**src/rtl/multi_psg_ctrl.sv**
```systemverilog
// multi_psg_ctrl: host bus front-end that queues register writes to several PSG/FM chips and mixes their FM outputs
module multi_psg_ctrl #(
  parameter int NCHIPS      = 2,
  parameter int FIFO_DEPTH  = 4,
  parameter int SYNC_STAGES = 2,
  parameter int WR_GAP      = 2
) (
  input  logic                   CLK,
  input  logic                   RESET,
  input  logic                   CE,
  input  logic                   BDIR,
  input  logic                   BC,
  input  logic [7:0]             DI,
  output logic [7:0]             DO,
  output logic [NCHIPS-1:0]      CHIP_CS_N,
  output logic                   CHIP_ADDR,
  output logic                   CHIP_WR_N,
  output logic [7:0]             CHIP_DI,
  input  logic [8*NCHIPS-1:0]    CHIP_DO,
  input  logic [16*NCHIPS-1:0]   CHIP_FM,
  output logic [15*NCHIPS-1:0]   FM_OUT,
  output logic [15:0]            FM_MIX,
  output logic                   OVF
);
  localparam int CW = NCHIPS > 1 ? $clog2(NCHIPS) : 1;
  localparam int AW = $clog2(FIFO_DEPTH);
  localparam int GW = WR_GAP > 1 ? $clog2(WR_GAP) : 1;
  typedef struct packed {
    logic [CW-1:0] chip;
    logic          a0;
    logic [7:0]    data;
  } entry_t;
  logic [9:0] sync_q [SYNC_STAGES];
  logic bdir_q, bdir_s, bc_s, access, push, accept, issue, full;
  logic [7:0] di_s;
  logic [CW-1:0] sel_q, sel_d, chip_q;
  logic stat_q, stat_d, fm_ena_q, fm_ena_d, acc_q, acc_d;
  entry_t mem_q [FIFO_DEPTH];
  logic [AW-1:0] rd_q, wr_q;
  logic [AW:0] cnt_q;
  logic [GW-1:0] gap_q;
  logic wr_n_q, a0_q, ovf_q;
  logic [7:0] di_q;
  logic [15*NCHIPS-1:0] fm_q, fm_d;
  logic [15:0] mix_q, mix_d;
  logic [18:0] sum;
  assign {bdir_s, bc_s, di_s} = sync_q[SYNC_STAGES-1];
  assign access = bdir_s & ~bdir_q;
  assign full   = cnt_q == (AW+1)'(FIFO_DEPTH);
  assign issue  = cnt_q != '0 && gap_q == '0 && CE;
  assign accept = push && (!full || issue);
  always_comb begin
    sel_d    = sel_q;
    stat_d   = stat_q;
    fm_ena_d = fm_ena_q;
    acc_d    = acc_q;
    push     = 1'b0;
    if (access && bc_s && di_s[7:3] == 5'b11111) begin
      sel_d    = NCHIPS > 1 ? CW'(di_s[0]) : '0;
      stat_d   = di_s[1];
      fm_ena_d = ~di_s[2];
      acc_d    = 1'b0;
    end else if (access && bc_s && NCHIPS > 2 && di_s[7:3] == 5'b11100) begin
      sel_d = 32'(di_s[2:0]) < NCHIPS ? CW'(di_s[2:0]) : sel_q;
      acc_d = 1'b0;
    end else if (access && bc_s) begin
      acc_d = di_s[7:4] == 4'h0 || fm_ena_q;
      push  = acc_d;
    end else if (access) begin
      push = acc_q;
    end
  end
  always_comb begin
    fm_d = '0;
    sum  = '0;
    for (int i = 0; i < NCHIPS; i++) begin
      fm_d[15*i +: 15] = fm_ena_q ? (CHIP_FM[16*i+15] ? ~CHIP_FM[16*i +: 15] : CHIP_FM[16*i +: 15]) : 15'h0;
      sum = sum + 19'(fm_q[15*i +: 15]);
    end
    mix_d = |sum[18:16] ? 16'hFFFF : sum[15:0];
  end
  // queue storage needs no reset: occupancy is tracked by cnt_q
  always_ff @(posedge CLK) begin
    if (accept) mem_q[wr_q] <= '{chip: sel_q, a0: ~bc_s, data: di_s};
  end
  always_ff @(posedge CLK or posedge RESET) begin
    if (RESET) begin
      for (int i = 0; i < SYNC_STAGES; i++) sync_q[i] <= '0;
      bdir_q   <= 1'b0;
      sel_q    <= NCHIPS > 1 ? CW'(1) : '0;
      stat_q   <= 1'b1;
      fm_ena_q <= 1'b0;
      acc_q    <= 1'b0;
      rd_q     <= '0;
      wr_q     <= '0;
      cnt_q    <= '0;
      gap_q    <= '0;
      ovf_q    <= 1'b0;
      wr_n_q   <= 1'b1;
      chip_q   <= '0;
      a0_q     <= 1'b0;
      di_q     <= '0;
      fm_q     <= '0;
      mix_q    <= '0;
    end else begin
      sync_q[0] <= {BDIR, BC, DI};
      for (int i = 1; i < SYNC_STAGES; i++) sync_q[i] <= sync_q[i-1];
      bdir_q   <= bdir_s;
      sel_q    <= sel_d;
      stat_q   <= stat_d;
      fm_ena_q <= fm_ena_d;
      acc_q    <= acc_d;
      wr_q     <= accept ? wr_q + AW'(1) : wr_q;
      rd_q     <= issue ? rd_q + AW'(1) : rd_q;
      cnt_q    <= cnt_q + (AW+1)'(accept) - (AW+1)'(issue);
      ovf_q    <= ovf_q | (push & ~accept);
      gap_q    <= issue ? GW'(WR_GAP - 1) : gap_q != '0 ? gap_q - GW'(1) : gap_q;
      wr_n_q   <= ~issue;
      chip_q   <= issue ? mem_q[rd_q].chip : chip_q;
      a0_q     <= issue ? mem_q[rd_q].a0 : a0_q;
      di_q     <= issue ? mem_q[rd_q].data : di_q;
      fm_q     <= fm_d;
      mix_q    <= mix_d;
    end
  end
  assign CHIP_WR_N = wr_n_q;
  assign CHIP_CS_N = ~(NCHIPS'(1) << (wr_n_q ? sel_q : chip_q));
  assign CHIP_ADDR = wr_n_q ? stat_q : a0_q;
  assign CHIP_DI   = di_q;
  assign DO        = CHIP_DO[{sel_q, 3'b000} +: 8];
  assign FM_OUT    = fm_q;
  assign FM_MIX    = mix_q;
  assign OVF       = ovf_q;
endmodule

```
**config.mk**
```make
export PLATFORM = sky130hd
export DESIGN_NAME = multi_psg_ctrl
export DESIGN_NICKNAME = d
export VERILOG_FILES = /design/src/rtl/multi_psg_ctrl.sv
export SDC_FILE = /design/constraint.sdc
export NUM_CORES = 1
export LEC_CHECK = 0
export ABC_CLOCK_PERIOD_IN_PS = 2800
export CORE_ASPECT_RATIO = 1.4
export CORE_UTILIZATION = 30
export CTS_CLUSTER_DIAMETER = 200
export DETAILED_ROUTE_END_ITERATION = 8
export PLACE_DENSITY_LB_ADDON = 0.15
export SYNTH_ARGS = -nofsm -noshare
export SYNTH_HDL_FRONTEND = slang
export SYNTH_SLANG_ARGS = --single-unit
```
**constraint.sdc**
```tcl
create_clock -name CLK -period 2.8 [get_ports CLK]
set_input_delay 0.56 -clock CLK [delete_from_list [all_inputs] [get_ports CLK]]
set_output_delay 0.56 -clock CLK [all_outputs]
set_load 0.1 [all_outputs]
```
==> impl_metrics.yaml <==
sta:
  setup_violations: 0
  max_slew_margin_pct: 42.3
  hold_viol: 0
  worst_pin_slew_ns: 0.865
  period_share_pct: 88.8
  skew_ns: 0.0114
  holdWs_ns: 0.345
  maxSlewViolCount: 0
  fmax_ghz: 0.402
  rsz0062_at_grt: "no"
  min_period_ns: 2.49
  tns_ns: 0
  finalWorstSetupSlack_ns: 0.313
placed_design:
  place_area_mm2: 0.00692
  gp_congestion: 0.811
  port_buffers: 127
  numPlacedInstances: 734
  dp_worst_setup_slack_ns: 0.214
  hpwl_um: 8290
setup_path:
  crit_family: "compound AO/OA/AOI/OAI gates"
  arrival_ns: 2.77
  path_max_fanout: 3
  worstSetupPathType: "flip-flop to flip-flop"
  required_ns: 3.08
  crit_slowest_cell: "fa_1"
  start_kind: "flip-flop"
  critical_path_buf_inv_count: 0
  slowest_delay_ns: 0.43
  crit_chain: "ha_1 > fa_1 > a211oi_1 > o21ai_1 > a21boi_1 > nor3_1 > or3b_1"
  crit_path_end_kind: "flip-flop"
finish:
  n_fill_cell: 1637
  drive_gt1_share_pct: 26.6
  diodes: 0
  postLayoutCoreUtil_pct: 43.1
  design_area_mm2: 0.00752
  fin_cells: 766
  fin_nets: 601
  area_growth_pct: 39.0
floorplan:
  start_util_pct: 31.0
  num_rows: 57
  core-area_mm2: 0.0175
  die_w_um: 115
  dieArea_mm2: 0.0186
  io_pins: 128
  die_height_um: 161
routing:
  drt_first_pass_iters: 4
  vias_per_cell: 4.36
  ant_nets: 0
  drt-initial-drc-count: 86
  avgRoutedWirePerCell_um: 14.5
  drc: 0
  wl_um: 11100
  vias: 3342
global_route:
  grt.overflow.total: 0
  grt_max_degree: 92
  grt_antenna_before_repair: 0
  grt_pass1_vias: 3709
  grt_pass1_wl_um: 18300
  grt_util_all_layers_pct: 13.2
yosys:
  synthTopCellsByArea: "dfrtp_1 (41%), edfxtp_1 (22%), xnor2_1 (6.8%)"
  yosysMostFrequentCell: "dfrtp_1"
  yosysTopAreaCell: "dfrtp_1"
  yosysSeqAreaShare_pct: 64.4
  avgSynthCellArea_um2: 14.3
  synth_xor_area_share_pct: 7.45
  synth_edf_count: 40
  synth.top_cell.area_share_pct: 40.7
  ys_types: 43
  synth-async-reset-ratio_pct: 69.5
  synth_adder_area_share_pct: 5.60
  ys.flop_type: "dfrtp_1"
  synth_fp_nets: 463
  synth_compound_area_share_pct: 5.57
  yosysWarningCount: 0
  ys_ff_latch: 131
  synth-simple-area-share_pct: 6.17
  synth_top_family_by_area: "multiplexers"
  syn-cell-area_mm2: 0.00541
  synthMuxAreaShare_pct: 8.93
  ys_top_cells_by_count: "dfrtp_1 (88), nor2_1 (42), xnor2_1 (42)"
  synthCells: 379
clocking:
  cts_tree: "built"
  ctsLongestPathBuffers: 2
  cts-root-buf: "clkbuf_16"
  clock_latency_ns: 0.41
  hold_buffers: 0
  clk_pin_slew_worst_paths_ns: 0.06
  cts_buffers: 17
  cts_max_level: 4
  cts_repair_resize_count: 0
  post_cts_buffers: 0
  cts_sinks: 131
power_and_ir_drop:
  power.total_mw: 7.14
  ir_drop_mv: 0.377
  power_leakage_nw: 3.25
  power_density_mw_per_mm2: 949
job:
  cap_violations: 0
hold_path:
  hold_class: "flip-flop to flip-flop"
run_status:
  status: "finished clean"
-- final timing paths --
path / start / to / slack, ns / cells past startpoint
max in group asynchronous: RESET / stat_q$_DFFE_PP1P_ / 1.78 / 3
min in group asynchronous: RESET / sync_q[14]$_DFF_PP0_ / 0.63 / 3
worst min-delay path: sync_q[12]$_DFF_PP0_ / di_s[2]$_DFF_PP0_ / 0.35 / 0
worst max-delay path: FM_OUT[0]$_DFF_PP0_ / FM_MIX[14]$_DFF_PP0_ / 0.31 / 7
worst min register to register: sync_q[12]$_DFF_PP0_ / di_s[2]$_DFF_PP0_ / 0.35 / 0
worst max register to register: FM_OUT[0]$_DFF_PP0_ / FM_MIX[14]$_DFF_PP0_ / 0.31 / 7
-- per-layer routing --
layer	GRT usage, %	vias to the layer above	wire length [um]
met2	23.1	113	6040
met4	6.02	0	261
met1	12.9	1595	3900
li1	-	1615	-
met5	0	-	0
met3	6.15	19	910
-- state kept, by name, summed over array words and instances, names as in the netlist --
name	cells
mem_q	40
FM_OUT	30
FM_MIX	16
sync_q	10
CHIP_DI	8
di_s	8
cnt_q	3
rd_q	2
wr_q	2
CHIP_WR_N	1
OVF	1
a0_q	1
acc_q	1
bc_s	1
bdir_q	1
bdir_s	1
chip_q	1
fm_ena_q	1
gap_q	1
sel_q	1
stat_q	1
-- cells in the final DEF (no fill, tap or decap), types with 3 or more instances in the layout --
cell / instances
clkdlybuf4s50_1: 60
dfrtp_1: 88
nand3_1: 5
xor2_1: 4
inv_6: 4
mux2_2: 22
and2_1: 4
a21o_1: 4
clkinvlp_4: 4
bufinv_16: 3
dfstp_2: 3
a21oi_1: 11
xnor2_1: 42
buf_12: 9
buf_4: 62
nor3_1: 4
ha_1: 21
clkbuf_16: 17
inv_1: 13
edfxtp_1: 40
mux4_2: 10
o21ai_0: 7
o21bai_1: 4
nor2_1: 42
clkinv_2: 3
nand2_1: 10
-- cells by family (layout without fill, tap and decap cells) --
logic type / Yosys count / in the layout
DFF: 131 / 131
and+or+nand+nor: 75 / 75
xor gates and xnor gates: 46 / 46
AOI/OAI and AO/OA: 45 / 45
muxes: 33 / 33
buffers and inverters: 26 / 177
adders and majority gates: 23 / 23
-- cell type report --
class | instances | area [um2] | share of cell area, %
multi-input combinational | 222 | 1840 | 24.4
clock inverter | 15 | 180 | 2.40
timing repair buffer | 131 | 1250 | 16.6
sequential | 131 | 3480 | 46.3
inverter | 14 | 56.3 | 0.749
tap | 236 | 295 | 3.93
clock buffer | 17 | 425 | 5.66
-- report_power, final --
part           internal [mW]  switching [mW]
Sequential              2.23           0.228
Clock                   1.41           0.841
Combinational          0.745            1.68
Note: power is estimated with default switching activity, not from simulation.
